==> config.mk <==
export PLATFORM = sky130hd
export DESIGN_NAME = ad7124_tc_scan_scheduler
export DESIGN_NICKNAME = d
export VERILOG_FILES = /design/src/rtl/ad7124_pkg.sv /design/src/rtl/ad7124_rdy_sync.sv /design/src/rtl/ad7124_tc_scan_scheduler.sv
export SDC_FILE = /design/constraint.sdc
export NUM_CORES = 1
export LEC_CHECK = 0
export BUFFER_PORTS_ARGS = -buffer_cell sky130_fd_sc_hd__buf_4
export CORE_AREA = 2 2 89 91
export CTS_CLUSTER_DIAMETER = 120
export DETAILED_ROUTE_END_ITERATION = 16
export DIE_AREA = 0 0 91 93
export HOLD_SLACK_MARGIN = 0.15
export PLACE_DENSITY = 0.73
export SYNTH_ARGS = -nofsm -noshare
export SYNTH_HDL_FRONTEND = slang
export SYNTH_SLANG_ARGS = --single-unit
==> constraint.sdc <==
create_clock -name aclk -period 2.3 [get_ports aclk]
set_input_delay 0.46 -clock aclk [delete_from_list [all_inputs] [get_ports aclk]]
set_output_delay 0.46 -clock aclk [all_outputs]
set_load 0.02 [all_outputs]
==> src/rtl/ad7124_pkg.sv <==
// Shared definitions for the AD7124 thermocouple scan scheduler:
// FSM encoding, the read-data command byte and the result-word layout.
package ad7124_pkg;

    typedef enum logic [2:0] {
        IDLE,
        SELECT,
        WAIT_RDY,
        REQ,
        WAIT_RESP,
        WRITE,
        NEXT,
        DONE
    } state_t;

    localparam logic [7:0] AD7124_CMD_RD_DATA = 8'h42;

    localparam int WR_FLAG_BIT = 31;
    localparam int WR_CH_LSB   = 24;
    localparam int WR_CH_W     = 7;
    localparam int WR_DATA_LSB = 0;
    localparam int WR_DATA_W   = 24;

    function automatic logic [31:0] packResult(
        input logic                 flag,
        input logic [WR_CH_W-1:0]   ch,
        input logic [WR_DATA_W-1:0] data
    );
        logic [31:0] word;
        word                              = '0;
        word[WR_FLAG_BIT]                 = flag;
        word[WR_CH_LSB +: WR_CH_W]        = ch;
        word[WR_DATA_LSB +: WR_DATA_W]    = data;
        return word;
    endfunction

endpackage

==> src/rtl/ad7124_rdy_sync.sv <==
// Two-flop synchronizer for the asynchronous DOUT/RDY pin; resets to the
// idle-high level so a reset never looks like a ready conversion.
module ad7124_rdy_sync (
    input  logic i_clk,
    input  logic i_rst,
    input  logic i_d,
    output logic o_q
);

    logic r_meta;
    logic r_sync;

    always_ff @(posedge i_clk or posedge i_rst) begin
        if (i_rst) begin
            r_meta <= 1'b1;
            r_sync <= 1'b1;
        end else begin
            r_meta <= i_d;
            r_sync <= r_meta;
        end
    end

    assign o_q = r_sync;

endmodule

==> src/rtl/ad7124_tc_scan_scheduler.sv <==
// Round-robin scanner for AD7124 chips sharing one SPI bus: select a chip,
// wait for RDY (or give up), read the data register and log one result word.
module ad7124_tc_scan_scheduler
    import ad7124_pkg::*;
#(
    parameter int NUM_OF_TC = 8,
    parameter int CS_SETUP  = 4,
    parameter int TIMEOUT   = 1000000,
    localparam int AW = (NUM_OF_TC > 1) ? $clog2(NUM_OF_TC) : 1
) (
    input  logic                 aclk,
    input  logic                 areset,
    input  logic                 enable,
    output logic [NUM_OF_TC-1:0] csn,
    input  logic                 sdo_rdy_n,
    output logic                 spi_req_valid,
    input  logic                 spi_req_ready,
    output logic [7:0]           spi_req_cmd,
    input  logic                 spi_resp_valid,
    input  logic [23:0]          spi_resp_data,
    output logic                 wr_en,
    output logic [AW-1:0]        wr_addr,
    output logic [31:0]          wr_data,
    output logic [NUM_OF_TC-1:0] timeout_err,
    output logic                 scan_done
);

    localparam int SW = $clog2(CS_SETUP + 1);
    localparam int TW = $clog2(TIMEOUT + 1);

    state_t               r_state;
    state_t               w_nextState;
    logic [AW-1:0]        r_ch;
    logic [AW-1:0]        w_nextCh;
    logic [SW-1:0]        r_setupCnt;
    logic [TW-1:0]        r_timeoutCnt;
    logic [31:0]          r_wrData;
    logic [NUM_OF_TC-1:0] r_timeoutErr;
    logic [NUM_OF_TC-1:0] r_csn;
    logic [NUM_OF_TC-1:0] w_csnNext;
    logic                 w_rdyN;
    logic                 w_capture;
    logic                 w_timeoutHit;

    ad7124_rdy_sync u_rdy_sync (
        .i_clk (aclk),
        .i_rst (areset),
        .i_d   (sdo_rdy_n),
        .o_q   (w_rdyN)
    );

    always_ff @(posedge aclk or posedge areset) begin
        if (areset) begin
            r_state <= IDLE;
        end else begin
            r_state <= w_nextState;
        end
    end

    // RDY is tested before the timeout so a conversion landing on the last cycle is still read.
    always_comb begin
        w_nextState  = r_state;
        w_nextCh     = r_ch;
        w_capture    = 1'b0;
        w_timeoutHit = 1'b0;
        unique case (r_state)
            IDLE: begin
                if (enable) begin
                    w_nextState = SELECT;
                    w_nextCh    = '0;
                end
            end
            SELECT: begin
                if (r_setupCnt == SW'(CS_SETUP - 1)) w_nextState = WAIT_RDY;
            end
            WAIT_RDY: begin
                if (!w_rdyN) begin
                    w_nextState = REQ;
                end else if (r_timeoutCnt == TW'(TIMEOUT - 1)) begin
                    w_nextState  = WRITE;
                    w_timeoutHit = 1'b1;
                end
            end
            REQ: begin
                if (spi_req_ready) w_nextState = WAIT_RESP;
            end
            WAIT_RESP: begin
                if (spi_resp_valid) begin
                    w_nextState = WRITE;
                    w_capture   = 1'b1;
                end
            end
            WRITE: begin
                w_nextState = NEXT;
            end
            NEXT: begin
                if (r_ch == AW'(NUM_OF_TC - 1)) begin
                    w_nextState = DONE;
                end else begin
                    w_nextState = SELECT;
                    w_nextCh    = r_ch + AW'(1);
                end
            end
            DONE: begin
                w_nextState = enable ? SELECT : IDLE;
                w_nextCh    = '0;
            end
            default: begin
                w_nextState = IDLE;
            end
        endcase
    end

    always_comb begin
        w_csnNext = '1;
        if (w_nextState inside {SELECT, WAIT_RDY, REQ, WAIT_RESP, WRITE})
            w_csnNext = ~(NUM_OF_TC'(1) << w_nextCh);
    end

    always_ff @(posedge aclk or posedge areset) begin
        if (areset) begin
            r_ch         <= '0;
            r_csn        <= '1;
            r_setupCnt   <= '0;
            r_timeoutCnt <= '0;
            r_wrData     <= '0;
            r_timeoutErr <= '0;
        end else begin
            r_ch         <= w_nextCh;
            r_csn        <= w_csnNext;
            r_setupCnt   <= (r_state == SELECT && w_nextState == SELECT)
                            ? r_setupCnt + SW'(1) : '0;
            r_timeoutCnt <= (r_state == WAIT_RDY && w_nextState == WAIT_RDY)
                            ? r_timeoutCnt + TW'(1) : '0;
            if (w_capture) begin
                r_wrData           <= packResult(1'b0, 7'(r_ch), spi_resp_data);
                r_timeoutErr[r_ch] <= 1'b0;
            end else if (w_timeoutHit) begin
                r_wrData           <= packResult(1'b1, 7'(r_ch), 24'h0);
                r_timeoutErr[r_ch] <= 1'b1;
            end
        end
    end

    assign csn           = r_csn;
    assign spi_req_valid = (r_state == REQ);
    assign spi_req_cmd   = AD7124_CMD_RD_DATA;
    assign wr_en         = (r_state == WRITE);
    assign wr_addr       = r_ch;
    assign wr_data       = r_wrData;
    assign timeout_err   = r_timeoutErr;
    assign scan_done     = (r_state == DONE);

endmodule

== Word level (Yosys, flattened, before mapping) ==
Index checks and enable logic that the tools add are counted.

* Bits in registers: 79

* $add $sub $neg: 3
* $lt $le $gt $ge: 2
* Eq/ne operators: 15
* Shift-type cells: 1
* Multiplexer cells: 26
* Bitwise operators: 4
* Reductions and logical operators: 6

{| class="wikitable"
|+ Operators with widths
! operator !! number
|-
| $mux 32 || 2
|-
| $mux 3 || 10
|-
| $mux 8 || 3
|-
| $pmux 3 s8 || 1
|-
| $eq 3x3->1 const B || 7
|-
| $add 20x1->20 const B || 1
|-
| $eq 20x20->1 const B || 1
|-
| $mux 20 || 1
|-
| $not 8->8 || 2
|-
| $eq 3x2->1 const B || 5
|-
| $pmux 3 s3 || 1
|-
| $and 8x8->8 || 1
|-
| $or 8x8->8 || 1
|-
| $shl 1x3->8 const A || 1
|-
| $mux 1 || 7
|-
| $add 3x1->3 const B || 2
|-
| $eq 3x1->1 const B || 2
|-
| $reduce_bool 5->1 || 1
|-
| $lt 3x4->1 const B || 1
|-
| $demux 1 s3 || 1
|-
| $ge 3x1->1 const B || 1
|-
| $logic_and 1x1->1 || 3
|-
| $logic_not 3->1 || 1
|-
| $reduce_bool 2->1 || 1
|}

== Depth between registers and ports, before layout ==
* Depth after elaboration: 7
* Gate-level depth with buffers: 7
* Depth with buffers taken out: 7

== Modules after synthesis ==
A second synthesis with hierarchy kept.

* Cell total of the unflattened synthesis: 379
* Area total of the unflattened synthesis: 3549.7 um2

{| class="wikitable"
|+ Modules (own cells, without submodules)
! module !! times used !! cells an instance !! area an instance (um2)
|-
| ad7124_tc_scan_scheduler || 1 || 376 || 3493.4
|-
| ad7124_rdy_sync || 1 || 3 || 56.3
|}

== Worst setup path after synthesis ==
OpenSTA, ideal clock, no wires.

* Kind: register to register
* Start: reg r_timeoutCnt[0]
* End: reg r_timeoutCnt[13]
* Arrival time: 1.893 ns
* Path slack: 0.288 ns
* Cell stages (with the launch flop): 8
* Path buffers: 1
* Period minus slack after synthesis: 2.012 ns
* Cells stage by stage: dfrtp_1 -> ha_1 -> nand3_1 -> or4_4 -> or2_2 -> nand3_2 -> buf_4 -> nor2_1

* Longest elaborated chain between the ends: 7
* Elaborated cells on any way between the ends: 8
* Classes of those cells: add/sub (1); eq/ne (2); mux (4); reduce/logical (1)

{| class="wikitable"
|+ RTL lines
! element !! line !! text
|-
| from (decl) || ad7124_tc_scan_scheduler.sv:36 || <nowiki>logic [TW-1:0] r_timeoutCnt;</nowiki>
|-
| from (signal assigned) || ad7124_tc_scan_scheduler.sv:133 || <nowiki>r_timeoutCnt <= (r_state == WAIT_RDY && w_nextState == WAIT_RDY)</nowiki>
|-
| $eq 20x20->1 || ad7124_tc_scan_scheduler.sv:79 || <nowiki>end else if (r_timeoutCnt == TW'(TIMEOUT - 1)) begin</nowiki>
|-
| $mux 3 || ad7124_tc_scan_scheduler.sv:79 ||
|-
| $mux 3 || ad7124_tc_scan_scheduler.sv:77 || <nowiki>if (!w_rdyN) begin</nowiki>
|-
| $pmux 3 s8 || ad7124_tc_scan_scheduler.sv:66 || <nowiki>unique case (r_state)</nowiki>
|-
| $eq 3x2->1 || ad7124_tc_scan_scheduler.sv:133 ||
|-
| $logic_and 1x1->1 || ad7124_tc_scan_scheduler.sv:133 ||
|-
| $mux 20 * || ad7124_tc_scan_scheduler.sv:134 || <nowiki>? r_timeoutCnt + TW'(1) : '0;</nowiki>
|}

Mark *: on every way between the ends. The rest lies on a longest branch, timed or not.
A chain may end at the register's enable or synchronous reset.

== Worst setup path after layout ==
* Start: reg r_timeoutCnt[0]
* End: reg r_timeoutCnt[5]

Same word-level chain as after synthesis.

==> impl_metrics.json <==
{
  "outcome": "complete, no violations",
  "rsz0062_at_grt": "no",
  "num-nets-final": 493,
  "multi_input_area_um2": 1485,
  "ys_seq_area_share_pct": 53.28,
  "power_density_nw_per_um2": 1070,
  "period_minus_slack_ps": 2157,
  "num_io_pins": 92,
  "crit_chain": "ha_1 > nand3_1 > or4_4 > or2_2 > nand3_2 > nor2_1",
  "wl_mm": 7.591,
  "drive_gt1_share_pct": 27.16,
  "cts_setup_buffers": 0,
  "clkTransAtPathRegs_ps": 70,
  "required_ps": 2520,
  "synth-warning-count": 0,
  "cp_top_family": "simple AND/OR/NAND/NOR gates",
  "crit_fanout": 19,
  "synth_ff_type": "dfrtp_1",
  "start_util_pct": 47.11,
  "areaGrowthSynthToFinish_pct": 26.61,
  "fin_cells": 566,
  "grt_max_degree": 35,
  "fill_cells": 639,
  "synth-edff-count": 0,
  "final_hold_viol_count": 0,
  "hold_depth": 1,
  "drtPass1Iterations": 4,
  "setup_violations": 0,
  "syn_area_per_cell_um2": 9.381,
  "crit_path_start": "r_timeoutCnt[0]",
  "hpwl_mm": 5.260,
  "ys_types": 52,
  "async_flop_share_pct": 100.0,
  "dieArea_um2": 8463,
  "diodes": 0,
  "grt_overflow": 0,
  "path_buf_inv": 0,
  "cts_max_level": 3,
  "worstSetupEndpoint": "r_timeoutCnt[5]",
  "cp_slowest_stage_delay_ps": 560,
  "core_area_um2": 7527,
  "register_area_um2": 1889,
  "syn_area_um2": 3546,
  "grt_pass1_wl_mm": 12.75,
  "path_depth": 6,
  "worstPathArrival_ps": 2370,
  "period_share_pct": 93.80,
  "cts.repair.resized": 0,
  "slew_violations": 0,
  "finalSetupTns_ps": 0,
  "cts_tree": "built",
  "fmax_ghz": 0.4635,
  "drtIter0Drc": 150,
  "path_class": "flip-flop to flip-flop",
  "grt_pass1_vias": 2744,
  "root_buffer": "clkbuf_8",
  "cts_made_buffers": 9,
  "dp.cells": 549,
  "routedWlPerCell_um": 13.41,
  "cp_slowest_cell": "or4_4",
  "port_buffers": 79,
  "clock_sinks": 75,
  "r2r_slack_ps": 140,
  "viasPerCell": 5.170,
  "drc": 0,
  "maxSlewHeadroom_pct": 61.93,
  "hold_class": "primary input to flip-flop",
  "die_w_um": 91,
  "cap_violations": 0,
  "row_count": 32,
  "syn_inst": 378,
  "start_kind": "flip-flop",
  "synth_seq_cells": 75,
  "r2r_end": "r_timeoutCnt[5]",
  "gp_congestion": 0.7909,
  "clock_latency_ps": 350,
  "grtUsageTotal_pct": 18.79,
  "antenna_found_initial": 0,
  "clk_path_buf_depth": 2,
  "clock_skew_ps": 9.048,
  "die_h_um": 93,
  "leakage_nw": 2.012,
  "hp-start": "sdo_rdy_n",
  "tightest_slew_ps": 563.9,
  "r2r_cells": 6,
  "routed-via-count": 2926,
  "r2r_start": "r_timeoutCnt[0]",
  "ir_drop_v": 0.0003518,
  "endpoint_kind": "flip-flop",
  "ant_nets": 0
}
## power by group
part / leakage [nW] / internal [W] / switching [W] / total (W)
Clock: 0.112 / 0.000674 / 0.000487 / 0.00116
Combinational: 0.963 / 0.000715 / 0.00100 / 0.00172
Sequential: 0.937 / 0.00167 / 0.000253 / 0.00192
## metrics by stage
step / total power [W] / cell area (µm²) / utilization, % / hold slack (ps) / setup slack, ps
finish: 0.004805 / 4489 / 59.64 / 216.4 / 142.7
global placement: 0.003617 / 4244 / 56.38 / 347.0 / 232.3
detailed placement: 0.003669 / 4244 / 56.38 / 351.3 / 158.2
CTS: 0.004835 / 4489 / 59.64 / 206.6 / 134.9
global route: 0.005088 / 4489 / 59.64 / 203.6 / 14.96
floorplan: 0.002933 / 3587 / - / 345.2 / 288.2
## final cells by class
class / instances / share of cell area [%]
Multi-Input combinational cell: 272 / 33.08
Tap cell: 102 / 2.843
Inverter: 10 / 0.9197
Clock buffer: 11 / 3.372
Clock inverter: 5 / 1.867
Sequential cell: 75 / 42.08
Timing Repair Buffer: 91 / 15.83
## worst min-delay path by stage
stage	to	slack (ps)
floorplan	u_rdy_sync.o_q	350
global placement	u_rdy_sync.o_q	350
detailed placement	u_rdy_sync.o_q	350
CTS	u_rdy_sync.r_meta	210
global route	u_rdy_sync.r_meta	200
finish	u_rdy_sync.r_meta	220
## repair_timing
item | CTS | global route
hold buffers | 1 | 0
setup endpoints to repair | 0 | 0
endpoints found under the hold margin | 16 | 0
## worst reg2reg max path: cells and delay by family, from the launching register on
family | cells | cell delay [ps]
adders and majority gates | 1 | 210
DFF | 1 | 390
and+or+nand+nor | 5 | 1440
## routing by layer
layer	GRT usage, %	up-vias	share of wire (%)
li1	-	1418	-
met1	24.50	1405	45
met2	30.99	89	47
met3	4.190	14	5.7
met4	6.944	0	1.9
met5	0	-	0
## cells by family (layout without fill, tap and decap cells)
family                   after synthesis  count (layout)  share of synthesized area, %
XOR/XNOR                              19              19                         4.693
AND/OR/NAND/NOR                      168             168                         22.55
buffers and inverters                 41             117                         5.892
adder cells (fa/ha/maj)                4               4                         1.411
flip-flops                            75              75                         53.28
AO/OA/AOI/OAI                         65              65                         10.73
other                                  2              12                        0.2118
multiplexers                           4               4                         1.235
## cells in the final DEF (no fill, tap or decap), types with 4 or more instances in the layout
master	instances
nor3_1	6
nand4_1	4
clkbuf_8	11
dfstp_2	10
conb_1	12
nor2_1	42
nand3_1	11
ha_1	4
buf_4	88
a31oi_1	10
dfrtp_1	65
xnor2_1	15
o21ai_0	30
xor2_1	4
nand2_1	71
and3_1	7
inv_1	9
a21oi_1	12
## cell usage after synthesis (all sizes together), types with 2 or more instances
cell type  number  area, µm²
dfrtp          65       1627
nor2           42      157.7
nand2          71      266.5
nor3            7      46.30
o21ai          30      150.1
buf            15      110.1
xor2            4      35.03
nand4b          2      17.52
clkbuf         16      61.30
xnor2          15      131.4
inv            10      37.54
a21o            2      15.01
and3            7      43.79
nand3          12      65.06
ha              4      50.05
nor4            2      12.51
nor3b           2      15.01
a31oi          10      62.56
conb            2      7.510
nand3b          2      15.01
dfstp          10      262.8
a21oi          12      60.06
nor2b           3      18.77
or2             2      12.51
nand4           4      25.02
and4            3      26.28
mux2            3      33.78
Note: power is estimated with default switching activity, not from simulation.
